## src/rtl/hex_updown_counter.sv

```systemverilog
// hex_updown_counter: up/down counter with modulus, prescaler, parallel
// load, wrap/saturate boundary mode, terminal-count pulse, and registered
// active-low seven-segment hex outputs (one digit per count nibble).
// There is no FSM and no valid/ready handshake. Every output is a register.
module hex_updown_counter #(
    parameter int               WIDTH     = 16,
    parameter logic [WIDTH-1:0] MAX_COUNT = {WIDTH{1'b1}},
    parameter bit               SATURATE  = 1'b0,
    parameter int               DIV       = 1
) (
    input  logic                       clk,
    input  logic                       reset,
    input  logic                       enable,
    input  logic                       up,
    input  logic                       load,
    input  logic [WIDTH-1:0]           load_value,
    output logic [WIDTH-1:0]           count,
    output logic                       tc,
    output logic [7*(WIDTH/4)-1:0]     hex
);

    localparam int             D      = WIDTH / 4;
    localparam int             PW     = (DIV > 1) ? $clog2(DIV) : 1;
    localparam logic [PW-1:0]  P_LAST = PW'(DIV - 1);

    logic [PW-1:0]    presc;
    logic             step;
    logic [WIDTH-1:0] load_clamped;
    logic [WIDTH-1:0] step_count;
    logic             step_tc;
    logic [7*D-1:0]   hex_next;

    // Active-low segment pattern for one nibble, bits ordered g..a.
    function automatic logic [6:0] seg7(input logic [3:0] n);
        case (n)
            4'h0: seg7 = 7'h40;
            4'h1: seg7 = 7'h79;
            4'h2: seg7 = 7'h24;
            4'h3: seg7 = 7'h30;
            4'h4: seg7 = 7'h19;
            4'h5: seg7 = 7'h12;
            4'h6: seg7 = 7'h02;
            4'h7: seg7 = 7'h78;
            4'h8: seg7 = 7'h00;
            4'h9: seg7 = 7'h10;
            4'hA: seg7 = 7'h08;
            4'hB: seg7 = 7'h03;
            4'hC: seg7 = 7'h46;
            4'hD: seg7 = 7'h21;
            4'hE: seg7 = 7'h06;
            default: seg7 = 7'h0E;
        endcase
    endfunction

    // A full-range modulus needs no clamp; skipping it also avoids an
    // always-false compare when MAX_COUNT is all ones.
    generate
        if (MAX_COUNT == {WIDTH{1'b1}}) begin : g_no_clamp
            assign load_clamped = load_value;
        end else begin : g_clamp
            assign load_clamped = (load_value > MAX_COUNT) ? MAX_COUNT : load_value;
        end
    endgenerate

    // Next count for a step cycle, including boundary wrap/hold and tc.
    always_comb begin
        step       = enable && (presc == P_LAST);
        step_count = count;
        step_tc    = 1'b0;
        if (up) begin
            if (count == MAX_COUNT) begin
                step_tc    = 1'b1;
                step_count = SATURATE ? MAX_COUNT : '0;
            end else begin
                step_count = count + WIDTH'(1);
            end
        end else begin
            if (count == '0) begin
                step_tc    = 1'b1;
                step_count = SATURATE ? '0 : MAX_COUNT;
            end else begin
                step_count = count - WIDTH'(1);
            end
        end
    end

    // Segment image of the current count, one digit per nibble.
    always_comb begin
        hex_next = '0;
        for (int i = 0; i < D; i++) begin
            hex_next[7*i +: 7] = seg7(count[4*i +: 4]);
        end
    end

    // Prescaler: counts enabled cycles, cleared by reset and load.
    always_ff @(posedge clk) begin
        if (!reset) begin
            presc <= '0;
        end else if (load) begin
            presc <= '0;
        end else if (enable) begin
            presc <= (presc == P_LAST) ? '0 : presc + PW'(1);
        end
    end

    // Count and terminal-count register; reset beats load beats step.
    always_ff @(posedge clk) begin
        if (!reset) begin
            count <= '0;
            tc    <= 1'b0;
        end else if (load) begin
            count <= load_clamped;
            tc    <= 1'b0;
        end else if (step) begin
            count <= step_count;
            tc    <= step_tc;
        end else begin
            tc    <= 1'b0;
        end
    end

    // Display register: shows "0" straight out of reset, otherwise lags count by one cycle.
    always_ff @(posedge clk) begin
        if (!reset) begin
            for (int i = 0; i < D; i++) begin
                hex[7*i +: 7] <= 7'h40;
            end
        end else begin
            hex <= hex_next;
        end
    end

endmodule

```

## config.mk

```make
export PLATFORM = sky130hd
export DESIGN_NAME = hex_updown_counter
export DESIGN_NICKNAME = d
export VERILOG_FILES = /design/src/rtl/hex_updown_counter.sv
export SDC_FILE = /design/constraint.sdc
export NUM_CORES = 1
export LEC_CHECK = 0
export CAP_MARGIN = 5
export CORE_MARGIN = 2
export CORE_UTILIZATION = 36
export DETAILED_ROUTE_END_ITERATION = 10
export SLEW_MARGIN = 20
export SYNTH_ARGS = -nofsm -noshare
export SYNTH_HDL_FRONTEND = slang
export SYNTH_SLANG_ARGS = --single-unit
export TNS_END_PERCENT = 10
```

## constraint.sdc

```tcl
create_clock -name clk -period 3.6 [get_ports clk]
set_input_delay 0.72 -clock clk [delete_from_list [all_inputs] [get_ports clk]]
set_output_delay 0.72 -clock clk [all_outputs]
set_load 0.01 [all_outputs]
```

==> impl_metrics.tcl, run 1 <==
set metrics [dict create \
    outcome "finished, final reports clean" \
    grt_pass1_wl_um 14700 \
    hpwl_um 6340 \
    yosysUniqueCellTypes 56 \
    startpoint_type "flip-flop" \
    grt_overflow_total 0 \
    synthTopCellsByCount "dfxtp_1, clkbuf_1, nand2_1, o21ai_0, ha_1" \
    areaGrowthSynthToFinish_pct 26.0 \
    final_nets 490 \
    critPathMaxFanout 13 \
    drive_gt1_frac 0.0737 \
    setup_tns_ps 0 \
    power_frac_clock 0.309 \
    worst_slew_pin_slew_ps 837 \
    p_comb_frac 0.290 \
    routedWlPerCell_um 16.3 \
    clock_latency_ps 310 \
    numPortBuffers 65 \
    seqPwrFrac 0.401 \
    critical_path_class "flip-flop to flip-flop" \
    power_mw 1.49 \
    rr_worst_depth 8 \
    ant_nets 0 \
    cts-root-buf "clkbuf_8" \
    synth.area.mux_share 0.0529 \
    fin_crit_ps 2610 \
    postCtsSetupBuffers 0 \
    synth_most_common_cell "dfxtp_1" \
    synth_fa_ha_area_frac 0.0856 \
    chipHeight_um 98.5 \
    rsz0062_at_grt "false" \
    min_delay_path_depth 2 \
    grt_pass1_vias 2802 \
    track_usage 0.184 \
    drc 0 \
    avgSynthCellArea_um2 7.92 \
    powerDensity_nw_per_um2 368 \
    synth_edf_count 0 \
    p_leak_nw 1.53 \
    cts_resized 0 \
    cts.path.max_buffers 2 \
    netlist_top_cells_area "dfxtp_1, ha_1, o21ai_0" \
    drt-total-wl_um 9090 \
    crit_family "simple AND/OR/NAND/NOR gates" \
    coreArea_um2 8680 \
    die_w_um 98.5 \
    fmax_mhz 383 \
    ios 66 \
    period_share 0.725 \
    power.internal_mw 1.03 \
    slowest_stage "or4bb_1" \
    stdcell_count 556 \
    synth_fp_nets 449 \
    cts.htree.levels 2 \
    grt_max_degree 47 \
    async_flop_share 0 \
    yosys.area_share.xor_xnor 0.0245 \
    r2r_slack_ps 990 \
    vias 3140 \
    cts_hold_buffers 0 \
    antenna_found_initial 0 \
    clock_skew_ps 9.21 \
    path_cells "inv_1 > ha_1 > or4bb_1 > nor4_2 > nor3_1 > buf_4 > o221ai_1 > o2111a_1" \
    rows 34 \
    max_slew_margin 0.442 \
    synth_ff_type "dfxtp_1" \
    synth_compound_area_frac 0.224 \
    cp.required_ps 3860 \
    swShare 0.308 \
    cap_violations 0 \
    vias_per_cell 5.65 \
    finalSetupViolCount 0 \
    cts_tree "yes" \
    dr.pass1.iters 5 \
    dp_cells 548 \
    clkTransAtPathRegs_ps 90 \
    arrival_ps 2870 \
    dieArea_um2 9700 \
    ys_warn_count 0 \
    synthSimpleGateAreaFrac 0.264 \
    cts_sinks 45 \
    yosysTopAreaCell "dfxtp_1" \
    synth_area_um2 3220 \
    floorplan.initialDensity 0.371 \
    place_congestion 0.890 \
    switchingPower_uw 460 \
    drtIter0Drc 237 \
    worstHoldPathType "flip-flop to flip-flop" \
    synth_top_family_by_area "simple AND/OR/NAND/NOR gates" \
    yosysSeqAreaShare 0.280 \
    crit_path_end_kind "flip-flop" \
    drv_slew 0 \
    synth_cells 406 \
    antenna_cells 0 \
    hold_viol 0 \
    synth_top_area_share 0.280 \
    cp_slowest_stage_delay_ps 480 \
    vdd_drop_max_mv 0.170 \
    ys_seq_elements 45 \
    cts_buffers 5 \
    cp.depth 8 \
    path_buf_inv 2 \
]
## through the flow
step           hold WS [ps]  worst slack [ps]   util  cell area, µm²
3_5_place_dp            645               778  0.451            3920
5_1_grt                 714               734  0.467            4050
2_1_floorplan           652              1260      -            3220
4_1_cts                 670              1010  0.467            4050
3_3_place_gp            645               817  0.451            3920
6_report                665               989  0.467            4050
## layout by cell type, fill, tap and decap left out, types with 3 or more instances in the layout
cell             Yosys  layout
o211a_1              6       6
a32oi_1              3       3
nand4_1              8       8
a311oi_1             4       4
clkdlybuf4s50_1      0      65
nor4_1               8       8
xnor2_1              7       7
or4_1                5       5
o21ai_0             26      26
or2_2                3       3
nand3b_1             3       3
and4_1               4       4
a211oi_1             6       6
buf_4                0       9
nor3_1              12      12
nor2b_1              9       9
dfxtp_1             45      45
mux2_2               4       4
nand3_1             19      19
clkbuf_8             0       5
mux2i_1              8       8
nand2_1             29      29
o211ai_1            15      15
a21oi_1             21      21
o31ai_1              4       4
and2_1              15      15
ha_1                22      22
nand2b_1             3       3
nor2_1              16      16
inv_1               17      17
or3_1                8       8
## sequential cells by signal (all words and copies together) (netlist names)
signal / flops
hex: 28
count: 16
tc: 1
## path summary, 6_finish.rpt
check | start | to
worst max-delay path | count[4] | count[13]
worst min-delay path | count[1] | hex[6]
worst max register to register | count[4] | count[13]
worst min register to register | count[1] | hex[6]
## power by group through the flow
stage / registers (mW) / clock network (mW) / logic (mW)
final: 0.597 / 0.461 / 0.433
after CTS: 0.597 / 0.474 / 0.432
after detailed placement: 0.609 / 0 / 0.430
after global routing: 0.608 / 0.500 / 0.475
after global placement: 0.608 / 0 / 0.428
after floorplan: 0.598 / 0 / 0.266
## per-layer routing
metal / wire, µm / global-route usage
met1: 4300 / 0.268
met2: 4130 / 0.281
met5: 0 / 0
met4: 142 / 0.0495
met3: 516 / 0.0340
## area by class of cell
type,instances,area [µm²]
well taps,108,135
multi-input cells,302,2090
fillers,903,4630
inverters,19,71.3
flip-flops and latches,45,901
clock inverters,3,65.1
repair buffers,74,718
clock buffers,5,68.8
## worst reg2reg max path, cell delays in order (launching register included)
cell      delay (ps)
dfxtp_1          440
inv_1            290
ha_1             330
or4bb_1          480
nor4_2           430
nor3_1           130
buf_4            190
o221ai_1          90
o2111a_1         210
## cell families after synthesis
family,Yosys count
adders and majority gates,22
muxes,14
and+or+nand+nor,151
AOI/OAI and AO/OA,106
DFF,45
buffers and inverters,59
xor gates and xnor gates,9
(Power assumes the default switching activity.)
==> inputs of run 2 (changes only) <==
==> constraint.sdc (replaced) <==
create_clock -name clk -period 2.5 [get_ports clk]
set_input_delay 0.5 -clock clk [delete_from_list [all_inputs] [get_ports clk]]
set_output_delay 0.5 -clock clk [all_outputs]
set_load 0.01 [all_outputs]
==> run 2 against run 1 <==
Power up 33%. Sequential power rose by 35%. Non-clock buffer count up 22. Die area stayed put. Cell count is 4.0% higher. Hold slack got worse by 11 ps. Critical path depth stayed put. Maximum frequency up 13%. Clock skew down 3.6 ps. Register-to-register slack lost 790 ps. Wire length is 1.2% higher. Critical path type unchanged. Largest power group unchanged. Highest routed layer unchanged.
==> impl_metrics.tcl, run 2 (same netlist as run 1, synthesis figures left out) <==
set metrics [dict create \
    drc 0 \
    grt_max_degree 27 \
    hold_viol 0 \
    largest_register_ffs 28 \
    clock_latency_ps 310 \
    ios 66 \
    die_w_um 98.5 \
    chipHeight_um 98.5 \
    rsz0062_at_grt "false" \
    period_share 0.922 \
    setup_ws_ps 195 \
    seqPwrFrac 0.406 \
    rows 34 \
    drt-total-wl_um 9200 \
    clkTransAtPathRegs_ps 90 \
    dieArea_um2 9700 \
    cts_tree "yes" \
    finalSetupViolCount 0 \
    swShare 0.337 \
    setup_tns_ps 0 \
    most-common-layout-cells "clkdlybuf4s50_1, dfxtp_1, buf_4" \
    cts_buffers 5 \
    grt_pass1_wl_um 15200 \
    route.met3.wl_um 513 \
    cts.path.max_buffers 2 \
    numPortBuffers 65 \
    arrival_ps 2550 \
    cts_hold_buffers 0 \
    drt-met1-wl_um 4210 \
    track_usage 0.190 \
    cp.required_ps 2750 \
    drtIter0Drc 187 \
    critPathMaxFanout 6 \
    critical_path_class "flip-flop to flip-flop" \
    cts_resized 0 \
    floorplan.initialDensity 0.371 \
    p_comb_frac 0.362 \
    max_slew_margin 0.650 \
    vias_per_cell 5.58 \
    antenna_cells 0 \
    drv_slew 0 \
    grt_pass1_vias 3021 \
    cts.htree.levels 2 \
    worstHoldPathType "flip-flop to flip-flop" \
    cts-root-buf "clkbuf_8" \
    wl_met2_um 4270 \
    final_common_cell "clkdlybuf4s50_1" \
    grt_overflow_total 0 \
    worst_slew_pin_slew_ps 512 \
    final_nets 512 \
    fmax_mhz 434 \
    post-place-ws_ps 216 \
    largest_register "hex" \
    r2r_slack_ps 200 \
    vdd_drop_max_mv 0.223 \
    switchingPower_uw 669 \
    reg_top3 "hex (28), count (16), tc (1)" \
    powerDensity_nw_per_um2 476 \
    antenna_found_initial 0 \
    startpoint_type "flip-flop" \
    hpwl_um 6930 \
    fin_crit_ps 2300 \
    coreArea_um2 8680 \
    clock_skew_ps 5.60 \
    power_frac_clock 0.231 \
    p_leak_nw 1.62 \
    routed.top_layer "met4" \
    outcome "finished, final reports clean" \
    power.internal_mw 1.32 \
    power_mw 1.98 \
    place_congestion 0.905 \
    crit_path_end_kind "flip-flop" \
    vias 3228 \
    cap_violations 0 \
    drive_gt1_frac 0.115 \
    postCtsSetupBuffers 0 \
    ant_nets 0 \
    cts_sinks 45 \
    dr.pass1.iters 4 \
    routedWlPerCell_um 15.9 \
    areaGrowthSynthToFinish_pct 29.5 \
]
==> run 2: worst paths after layout <==
path | end | cells past startpoint | start
setup / recovery | count[4] | 8 | count[8]
hold / removal | count[13] | 3 | count[13]
setup reg to reg | count[4] | 8 | count[8]
hold reg to reg | count[13] | 3 | count[13]
==> run 2: area by class of cell <==
cell class                 instances  area, µm²
timing repair buffer              96        883
clock inverter                     2       10.0
tap                              108        135
fill                             910       4510
multi-input combinational        302       2090
sequential                        45        901
inverter                          19       71.3
clock buffer                       6       72.6
==> run 2: critical path: stages (launching register included) <==
cell and delay (ps):
dfxtp_1 320, inv_1 200, ha_1 280, or4bb_1 560, nor4_2 300, nor3_1 170, buf_4 190, o311a_1 100
a21oi_1 130
==> run 2: metrics by stage <==
stage / cell area, µm² / utilization / instances / hold WS, ps
floorplan: 3220 / - / 406 / 652
global placement: 4080 / 0.470 / 570 / 643
detailed placement: 4080 / 0.470 / 570 / 654
CTS: 4170 / 0.480 / 578 / 667
global route: 4170 / 0.480 / 578 / 709
finish: 4170 / 0.480 / 578 / 653
==> run 2: layer usage <==
metal | vias up | track usage
met4 | 0 | 0.0632
met3 | 16 | 0.0340
li1 | 1606 | -
met2 | 101 | 0.301
met5 | - | 0
met1 | 1505 | 0.263
==> run 2: power groups by stage <==
stage / registers [mW] / clock network, mW / logic, mW
6_report: 0.807 / 0.459 / 0.718
5_1_grt: 0.815 / 0.508 / 0.788
4_1_cts: 0.807 / 0.473 / 0.719
3_5_place_dp: 0.824 / 0 / 0.714
3_3_place_gp: 0.822 / 0 / 0.710
2_1_floorplan: 0.861 / 0 / 0.383
==> inputs of run 3 (changes only) <==
--- a/config.mk
+++ b/config.mk
@@ -5,6 +5,7 @@
 export SDC_FILE = /design/constraint.sdc
 export NUM_CORES = 1
 export LEC_CHECK = 0
+export ABC_AREA = 0
 export CAP_MARGIN = 5
 export CORE_MARGIN = 2
 export CORE_UTILIZATION = 36
==> results of run 3 <==
No change in the layout: final DEF, timing and power equal those of run 2.
